===== src/rtl/aes_pkg.sv =====
// Shared AES constants, FSM state type and S-box lookup.
// Latency: n/a (types, constants and pure functions only).
// Backpressure: n/a.
package aes_pkg;

    localparam int AES_KEY_W      = 128;
    localparam int AES_NUM_ROUNDS = 10;
    localparam int ROUND_KEYS_W   = AES_KEY_W * (AES_NUM_ROUNDS + 1);

    // Round constants, indexed by round number 1..10.
    localparam logic [7:0] RCON [1:10] = '{
        8'h01, 8'h02, 8'h04, 8'h08, 8'h10, 8'h20, 8'h40, 8'h80, 8'h1b, 8'h36
    };

    typedef enum logic [1:0] {
        IDLE   = 2'd0,
        EXPAND = 2'd1,
        DONE   = 2'd2
    } kx_state_t;

    // Forward S-box, entry 0 is the leftmost element.
    localparam logic [0:255][7:0] SBOX = {
        8'h63, 8'h7c, 8'h77, 8'h7b, 8'hf2, 8'h6b, 8'h6f, 8'hc5, 8'h30, 8'h01, 8'h67, 8'h2b, 8'hfe, 8'hd7, 8'hab, 8'h76,
        8'hca, 8'h82, 8'hc9, 8'h7d, 8'hfa, 8'h59, 8'h47, 8'hf0, 8'had, 8'hd4, 8'ha2, 8'haf, 8'h9c, 8'ha4, 8'h72, 8'hc0,
        8'hb7, 8'hfd, 8'h93, 8'h26, 8'h36, 8'h3f, 8'hf7, 8'hcc, 8'h34, 8'ha5, 8'he5, 8'hf1, 8'h71, 8'hd8, 8'h31, 8'h15,
        8'h04, 8'hc7, 8'h23, 8'hc3, 8'h18, 8'h96, 8'h05, 8'h9a, 8'h07, 8'h12, 8'h80, 8'he2, 8'heb, 8'h27, 8'hb2, 8'h75,
        8'h09, 8'h83, 8'h2c, 8'h1a, 8'h1b, 8'h6e, 8'h5a, 8'ha0, 8'h52, 8'h3b, 8'hd6, 8'hb3, 8'h29, 8'he3, 8'h2f, 8'h84,
        8'h53, 8'hd1, 8'h00, 8'hed, 8'h20, 8'hfc, 8'hb1, 8'h5b, 8'h6a, 8'hcb, 8'hbe, 8'h39, 8'h4a, 8'h4c, 8'h58, 8'hcf,
        8'hd0, 8'hef, 8'haa, 8'hfb, 8'h43, 8'h4d, 8'h33, 8'h85, 8'h45, 8'hf9, 8'h02, 8'h7f, 8'h50, 8'h3c, 8'h9f, 8'ha8,
        8'h51, 8'ha3, 8'h40, 8'h8f, 8'h92, 8'h9d, 8'h38, 8'hf5, 8'hbc, 8'hb6, 8'hda, 8'h21, 8'h10, 8'hff, 8'hf3, 8'hd2,
        8'hcd, 8'h0c, 8'h13, 8'hec, 8'h5f, 8'h97, 8'h44, 8'h17, 8'hc4, 8'ha7, 8'h7e, 8'h3d, 8'h64, 8'h5d, 8'h19, 8'h73,
        8'h60, 8'h81, 8'h4f, 8'hdc, 8'h22, 8'h2a, 8'h90, 8'h88, 8'h46, 8'hee, 8'hb8, 8'h14, 8'hde, 8'h5e, 8'h0b, 8'hdb,
        8'he0, 8'h32, 8'h3a, 8'h0a, 8'h49, 8'h06, 8'h24, 8'h5c, 8'hc2, 8'hd3, 8'hac, 8'h62, 8'h91, 8'h95, 8'he4, 8'h79,
        8'he7, 8'hc8, 8'h37, 8'h6d, 8'h8d, 8'hd5, 8'h4e, 8'ha9, 8'h6c, 8'h56, 8'hf4, 8'hea, 8'h65, 8'h7a, 8'hae, 8'h08,
        8'hba, 8'h78, 8'h25, 8'h2e, 8'h1c, 8'ha6, 8'hb4, 8'hc6, 8'he8, 8'hdd, 8'h74, 8'h1f, 8'h4b, 8'hbd, 8'h8b, 8'h8a,
        8'h70, 8'h3e, 8'hb5, 8'h66, 8'h48, 8'h03, 8'hf6, 8'h0e, 8'h61, 8'h35, 8'h57, 8'hb9, 8'h86, 8'hc1, 8'h1d, 8'h9e,
        8'he1, 8'hf8, 8'h98, 8'h11, 8'h69, 8'hd9, 8'h8e, 8'h94, 8'h9b, 8'h1e, 8'h87, 8'he9, 8'hce, 8'h55, 8'h28, 8'hdf,
        8'h8c, 8'ha1, 8'h89, 8'h0d, 8'hbf, 8'he6, 8'h42, 8'h68, 8'h41, 8'h99, 8'h2d, 8'h0f, 8'hb0, 8'h54, 8'hbb, 8'h16
    };

    function automatic logic [7:0] sbox(input logic [7:0] b);
        return SBOX[b];
    endfunction

    // Rounds outside 1..10 have no constant; they only occur on an
    // illegal counter value, which the FSM discards anyway.
    function automatic logic [7:0] rcon_of(input logic [3:0] r);
        logic [7:0] v;
        v = 8'h00;
        if (r >= 4'd1 && r <= 4'd10) begin
            v = RCON[r];
        end
        return v;
    endfunction

endpackage


===== src/rtl/sub_word.sv =====
// SubWord: four parallel S-box lookups on a 32-bit word.
// Latency: combinational. Backpressure: none.
// Ports: i_word (32b in), o_word (32b substituted out).
module sub_word
    import aes_pkg::*;
(
    input  logic [31:0] i_word,
    output logic [31:0] o_word
);

    assign o_word = {sbox(i_word[31:24]), sbox(i_word[23:16]),
                     sbox(i_word[15:8]),  sbox(i_word[7:0])};

endmodule


===== src/rtl/key_expansion.sv =====
// Iterative AES-128 key schedule: one round key per clock into a flat 1408-bit bus.
// Latency: 10 cycles from accepted start to keys_valid.
// Backpressure: start is ignored while busy; no queueing.
// Ports: clk, reset (async, active-high), start, key_in[127:0] in;
//        busy, keys_valid, round_keys[1407:0] out (all registered).
module key_expansion
    import aes_pkg::*;
(
    input  logic                    clk,
    input  logic                    reset,
    input  logic                    start,
    input  logic [AES_KEY_W-1:0]    key_in,
    output logic                    busy,
    output logic                    keys_valid,
    output logic [ROUND_KEYS_W-1:0] round_keys
);

    kx_state_t                r_state;
    logic [3:0]               r_cnt;
    logic [AES_KEY_W-1:0]     r_prev;
    logic [ROUND_KEYS_W-1:0]  r_round_keys;
    logic                     r_busy;
    logic                     r_keys_valid;

    kx_state_t                w_state_nxt;
    logic [3:0]               w_cnt_nxt;
    logic                     w_load;
    logic                     w_write;
    logic [31:0]              w_rot;
    logic [31:0]              w_sub;
    logic [31:0]              w_temp;
    logic [31:0]              w_n0, w_n1, w_n2, w_n3;
    logic [AES_KEY_W-1:0]     w_next_key;

    // One expansion round from the previous round key.
    assign w_rot = {r_prev[23:0], r_prev[31:24]};

    sub_word u_sub_word (
        .i_word (w_rot),
        .o_word (w_sub)
    );

    assign w_temp     = w_sub ^ {rcon_of(r_cnt), 24'h000000};
    assign w_n0       = r_prev[127:96] ^ w_temp;
    assign w_n1       = w_n0 ^ r_prev[95:64];
    assign w_n2       = w_n1 ^ r_prev[63:32];
    assign w_n3       = w_n2 ^ r_prev[31:0];
    assign w_next_key = {w_n0, w_n1, w_n2, w_n3};

    always_comb begin
        w_state_nxt = r_state;
        w_cnt_nxt   = r_cnt;
        w_load      = 1'b0;
        w_write     = 1'b0;
        case (r_state)
            IDLE, DONE: begin
                if (start) begin
                    w_load      = 1'b1;
                    w_cnt_nxt   = 4'd1;
                    w_state_nxt = EXPAND;
                end
            end
            EXPAND: begin
                if (r_cnt >= 4'd1 && r_cnt <= 4'd10) begin
                    w_write = 1'b1;
                    if (r_cnt == 4'd10) begin
                        w_state_nxt = DONE;
                    end else begin
                        w_cnt_nxt = r_cnt + 4'd1;
                    end
                end else begin
                    // Unreachable counter value: abandon the schedule.
                    w_state_nxt = IDLE;
                    w_cnt_nxt   = 4'd0;
                end
            end
            default: begin
                w_state_nxt = IDLE;
                w_cnt_nxt   = 4'd0;
            end
        endcase
    end

    always_ff @(posedge clk or posedge reset) begin
        if (reset) begin
            r_state      <= IDLE;
            r_cnt        <= 4'd0;
            r_busy       <= 1'b0;
            r_keys_valid <= 1'b0;
        end else begin
            r_state      <= w_state_nxt;
            r_cnt        <= w_cnt_nxt;
            // Flags are registered from the next state so they line up
            // with the state register and never depend on inputs directly.
            r_busy       <= (w_state_nxt == EXPAND);
            r_keys_valid <= (w_state_nxt == DONE);
        end
    end

    always_ff @(posedge clk or posedge reset) begin
        if (reset) begin
            r_prev       <= '0;
            r_round_keys <= '0;
        end else if (w_load) begin
            r_prev <= key_in;
            r_round_keys[ROUND_KEYS_W-1 -: AES_KEY_W] <= key_in;
        end else if (w_write) begin
            r_prev <= w_next_key;
            for (int i = 1; i <= AES_NUM_ROUNDS; i++) begin
                if (r_cnt == i[3:0]) begin
                    r_round_keys[ROUND_KEYS_W-1-AES_KEY_W*i -: AES_KEY_W] <= w_next_key;
                end
            end
        end
    end

    assign busy       = r_busy;
    assign keys_valid = r_keys_valid;
    assign round_keys = r_round_keys;

endmodule


===== config.mk =====
export PLATFORM = sky130hd
export DESIGN_NAME = key_expansion
export DESIGN_NICKNAME = d
export VERILOG_FILES = /design/src/rtl/aes_pkg.sv /design/src/rtl/sub_word.sv /design/src/rtl/key_expansion.sv
export SDC_FILE = /design/constraint.sdc
export NUM_CORES = 2
export LEC_CHECK = 0
export ABC_AREA = 1
export CORE_AREA = 4 4 605 607
export CTS_BUF_LIST = sky130_fd_sc_hd__clkbuf_4 sky130_fd_sc_hd__clkbuf_8
export DETAILED_ROUTE_END_ITERATION = 6
export DIE_AREA = 0 0 609 611
export HOLD_SLACK_MARGIN = 0.06
export PLACE_DENSITY = 0.41
export SETUP_SLACK_MARGIN = 0.1
export SLEW_MARGIN = 30
export SYNTH_ARGS = -nofsm -noshare
export SYNTH_HDL_FRONTEND = slang
export SYNTH_HIERARCHICAL = 1
export SYNTH_SLANG_ARGS = --single-unit

===== constraint.sdc =====
create_clock -name clk -period 73.7 [get_ports clk]
set_input_delay 11.055 -clock clk [delete_from_list [all_inputs] [get_ports clk]]
set_output_delay 11.055 -clock clk [all_outputs]
set_load 0.02 [all_outputs]

* Word level (Yosys, flattened, before mapping)
Memories as Yosys holds them, arrays and structs flattened. Index checks and enable logic that the tools add are counted.
Word-level totals: register bits after elaboration 1544, bits in latches 0, memory bits (writable) 0, ROM bits 8320, input port bits 131, memories 5
Cells by class: add/subtract/negate cells 1, $mul 0, div/mod/pow operators 0, order comparisons 7, equal/unequal tests 16, shifts and indexed selects 0, muxes and demuxes 25, bitwise logic cells 11, reductions and logical operators 15
Memories:
- (no name shown) | depth 256, width 8, read ports 1, clocked after Yosys merged registers in 0, wr ports 0, line aes_pkg.sv:42 | return SBOX[b];
- (no name shown) | depth 256, width 8, read ports 1, clocked after Yosys merged registers in 0, wr ports 0, line aes_pkg.sv:42
- (no name shown) | depth 256, width 8, read ports 1, clocked after Yosys merged registers in 0, wr ports 0, line aes_pkg.sv:42
- (no name shown) | depth 256, width 8, read ports 1, clocked after Yosys merged registers in 0, wr ports 0, line aes_pkg.sv:42
- (no name shown) | depth 16, width 8, read ports 1, clocked after Yosys merged registers in 0, wr ports 0, line aes_pkg.sv:51 | v = RCON[r];
Operators with widths (count):
- $mux 128 | 2
- $xor 32x32->32 | 5
- $mux 8 | 11
- $ge 9x9->1 const B | 4
- $not 8->9 | 4
- $reduce_and 3->1 | 10
- $eq 4x3->1 const B | 4
- $eq 4x4->1 const B | 3
- $mux 4 | 3
- $eq 4x2->1 const B | 2
- $pmux 4 s2 | 1
- $mux 2 | 3
- $ge 5x5->1 const B | 1
- $not 4->5 | 1
- $add 4x1->4 const B | 1
- $eq 2x1->1 const B | 2
- $eq 2x2->1 const B | 2
- $eq 4x1->1 const B | 1
- $ge 4x1->1 const B | 1
- $le 4x4->1 const B | 1
- $mux 1 | 4
- $pmux 2 s2 | 1
- $ne 3x3->1 const B | 1
- $logic_not 2->1 | 1
- 6 further kinds | 6

* Longest topological paths before layout
depth after elaboration 12, depth in mapped cells 28

* Cells and area by module
Netlist, hierarchy kept.
By module, submodules not included:
- key_expansion | times used 1, cells an instance 5836, area an instance 58268.4 um^2
- sub_word | times used 1, cells an instance 2510, area an instance 11538.6 um^2

* Least setup slack after synthesis
OpenSTA, ideal clock, no wires.
path type input port to flip-flop, start input port start, end register r_prev[68], library setup time 0.142 ns, arrival 11.995 ns, data required time 73.558 ns, setup slack 61.563 ns, cell stages on the path 7, cells stage by stage nor2_1 > nor2_1 > clkinv_1 > nand2_1 > buf_2 > buf_2 > o221ai_1
Between the ends: cells in the longest elaborated chain, start to end 3, elaborated cells on any way between the ends 4, those cells by class 3 x mux; 1 x reduce/logical
RTL lines:
- from (decl) | line key_expansion.sv:11 | input logic start,
- $mux 1 (*) | line key_expansion.sv:57 | if (start) begin
- $mux 1 (*) | line key_expansion.sv:55 | case (r_state)
- $mux 128 or $reduce_bool 2->1 (tied branches)
- to (signal assigned) | line key_expansion.sv:105 | r_prev <= key_in;
- to (signal assigned) | line key_expansion.sv:108 | r_prev <= w_next_key;
- to (decl) | line key_expansion.sv:20 | logic [AES_KEY_W-1:0] r_prev;
Every way passes the cells marked *; elsewhere a longest branch is shown, timed or not. A chain may end at the register's enable or synchronous reset.

==> flow_metrics.tcl <==
set metrics [dict create \
    cp_slowest_cell "buf_4" \
    synthFlopType "dfrtp_1" \
    grt_overflow 0 \
    syn_nets 8544 \
    whs_ns 0.470 \
    insertion_delay_ns 1.03 \
    synthCells 8346 \
    pin_count 1541 \
    cts_tree "done" \
    drt_iter0_drc 6467 \
    drv_cap 0 \
    start_util_pct 19.3 \
    cpMostUsedCell "buf_4" \
    setup_viol 0 \
    die-height_um 611 \
    ys_ff_latch 1544 \
    endpoint_kind "async pin" \
    cts_root_buf "clkbuf_8" \
    post_drt_via_cell_ratio 4.54 \
    grt_pass1_vias 65500 \
    worstSetupStartpointType "primary input" \
    cp_cell_sequence "clkdlybuf4s50_1 > clkinv_8 > buf_4 > buf_4 > buf_12 > buf_4 > buf_4 > buf_12" \
    status "finished clean" \
    synth-async-reset-ratio_pct 100 \
    antenna_found_initial 70 \
    clk_pin_slew_ns 0.05 \
    fin_setup_tns_ns 0 \
    design_area_sq_mm 0.0967 \
    num_rows 221 \
    vias 67100 \
    grt_max_degree 164 \
    tightest_slew_ns 1.07 \
    maxSlewViolCount 0 \
    path_max_fanout 144 \
    numClockSinks 1544 \
    io_buffer_count 1540 \
    firstDrtPassIters 6 \
    fillers 39200 \
    min_period_over_period_pct 21.3 \
    gr-usage-all-layers_pct 22.5 \
    worstSetupPathType "in2async" \
    grt_pass1_wl_um 586000 \
    post_dp_cell_area_sq_mm 0.0901 \
    die_w_um 609 \
    syn_area_per_cell_sq_um 8.36 \
    worst_path_largest_cell_delay_ns 0.78 \
    ys_warn_count 6 \
    post-cts-setup-buffers 0 \
    area_growth_pct 38.5 \
    wl_per_cell_um 29.6 \
    dieArea_sq_mm 0.372 \
    cts-hold-fix-buffers 0 \
    worstPathRequired_ns 74.66 \
    htreeDepth 5 \
    cts.repair.resized 0 \
    drive_gt1_share_pct 8.78 \
    syn_area_sq_mm 0.0698 \
    hold_violations 0 \
    cp.arrival_ns 16.66 \
    synth-edff-count 0 \
    multi_input_comb_area_sq_mm 0.0273 \
    hold_depth 2 \
    globalplace.congestion 0.928 \
    ant_nets 0 \
    cts_buffer_depth 4 \
    synth_cell_types 48 \
    cts_made_buffers 301 \
    nets 9938 \
    routed_wl_um 437000 \
    worstHoldPathType "reg2reg" \
    core-area_sq_mm 0.361 \
    dp.final_hpwl_um 319000 \
    slew_headroom_pct 28.3 \
    drc 0 \
    ys_seq_area_share_pct 55.3 \
    ff_latch_area_sq_mm 0.0386 \
    rsz0062_at_grt "no" \
    max_freq_mhz 63.7 \
    period_needed_ns 15.70 \
    r2r_cells 19 \
    clock_skew_ns 0.100 \
]
## layer usage
| metal | wire (um) | global-route usage, % | part of all wire [%] | up-vias |
|---|---|---|---|---|
| met5 | 82 | 0 | 0.019 | - |
| met4 | 29200 | 12.7 | 6.7 | 12 |
| met3 | 33700 | 5.60 | 7.7 | 649 |
| met2 | 209000 | 37.5 | 48 | 2765 |
| met1 | 165000 | 26.3 | 38 | 33500 |
| li1 | - | - | - | 30200 |
## per-stage QoR
| stage | util (%) | cells | setup slack [ns] |
|---|---|---|---|
| 4_1_cts | 26.7 | 14700 | 57.77 |
| 2_1_floorplan | - | 8346 | 19.09 |
| 6_report | 26.8 | 14800 | 58.00 |
| 3_5_place_dp | 25.0 | 14200 | 56.65 |
| 5_1_grt | 26.8 | 14800 | 57.27 |
| 3_3_place_gp | 24.9 | 14200 | 56.43 |
## state kept, by name (all words and copies together) (netlist names)
name,cells
busy,1
keys_valid,1
r_cnt,4
r_prev,128
r_state,2
round_keys,1408
## synthesized netlist by cell type, types with 3 or more instances
cell | count | share of area (%)
ha_1 | 67 | 1.2
dfrtp_1 | 1544 | 55
a31oi_1 | 7 | 0.063
nor2_1 | 205 | 1.1
o221ai_1 | 52 | 0.65
clkbuf_2 | 8 | 0.057
inv_2 | 18 | 0.097
inv_1 | 287 | 1.5
nand2_1 | 3004 | 16
o22ai_1 | 4 | 0.036
nor3_1 | 8 | 0.057
o21bai_1 | 8 | 0.086
nor2_2 | 8 | 0.072
clkbuf_1 | 308 | 1.7
xor2_1 | 36 | 0.45
o21ai_1 | 943 | 6.8
nor2_8 | 3 | 0.086
o21ai_0 | 371 | 2.7
clkinv_1 | 12 | 0.065
nor3_4 | 4 | 0.093
nand2_2 | 10 | 0.090
buf_6 | 42 | 0.68
o21ai_2 | 3 | 0.038
nand3_1 | 858 | 6.2
nand4_1 | 44 | 0.39
buf_1 | 35 | 0.19
a21oi_1 | 70 | 0.50
buf_2 | 160 | 1.1
o211ai_1 | 85 | 0.91
buf_4 | 82 | 0.88
or2_2 | 4 | 0.036
xnor2_1 | 36 | 0.45
## path summary, 6_finish.rpt
path | startpoint | slack, ns | endpoint
max | reset | 58.00 | round_keys[307]
min | round_keys[1343] | 0.47 | round_keys[1343]
max reg2reg | r_prev[8] | 66.87 | r_prev[22]
min reg2reg | round_keys[1343] | 0.47 | round_keys[1343]
max in group clk | round_keys[536] | 60.23 | round_keys[536]
min in group asynchronous | reset | 10.48 | round_keys[90]
## cell families (layout without fill, tap and decap cells)
| group | count (synthesis) | count (layout) | share of synthesized area (%) |
|---|---|---|---|
| flip-flops | 1544 | 1544 | 55.3 |
| AO/OA/AOI/OAI | 1549 | 1549 | 11.8 |
| XOR/XNOR | 72 | 72 | 0.903 |
| other | 0 | 35 | 0 |
| AND/OR/NAND/NOR | 4159 | 4159 | 24.4 |
| buffers and inverters | 955 | 2560 | 6.36 |
| adder cells (fa/ha/maj) | 67 | 67 | 1.20 |
## cell type report
type	count	share of cell area, %
well taps	4794	6.20
clock buffers	471	5.95
diodes	35	0.0906
repair buffers	1727	17.7
inverters	319	1.34
clock inverters	43	0.533
flip-flops and latches	1544	40.0
multi-input cells	5847	28.3
## worst max-delay path, delay by kind of cell
kind / cells / cell delay (ns)
buf+inv: 8 / 4.86
## cell usage in the layout, fill, tap and decap left out, types with 50 or more instances in the layout
master / count
o221ai_1: 52
clkbuf_8: 355
buf_4: 165
nand2_1: 2959
nor2_1: 204
nand2_2: 50
o211ai_1: 85
clkbuf_4: 116
a21oi_1: 70
o21ai_0: 370
inv_1: 275
ha_1: 67
clkdlybuf4s50_1: 1540
nand3_1: 858
o21ai_1: 944
dfrtp_1: 1539
Power is left out: the tool's default activity adds up to more than one toggle a clock period on the data nets, which glitch-free logic cannot reach.
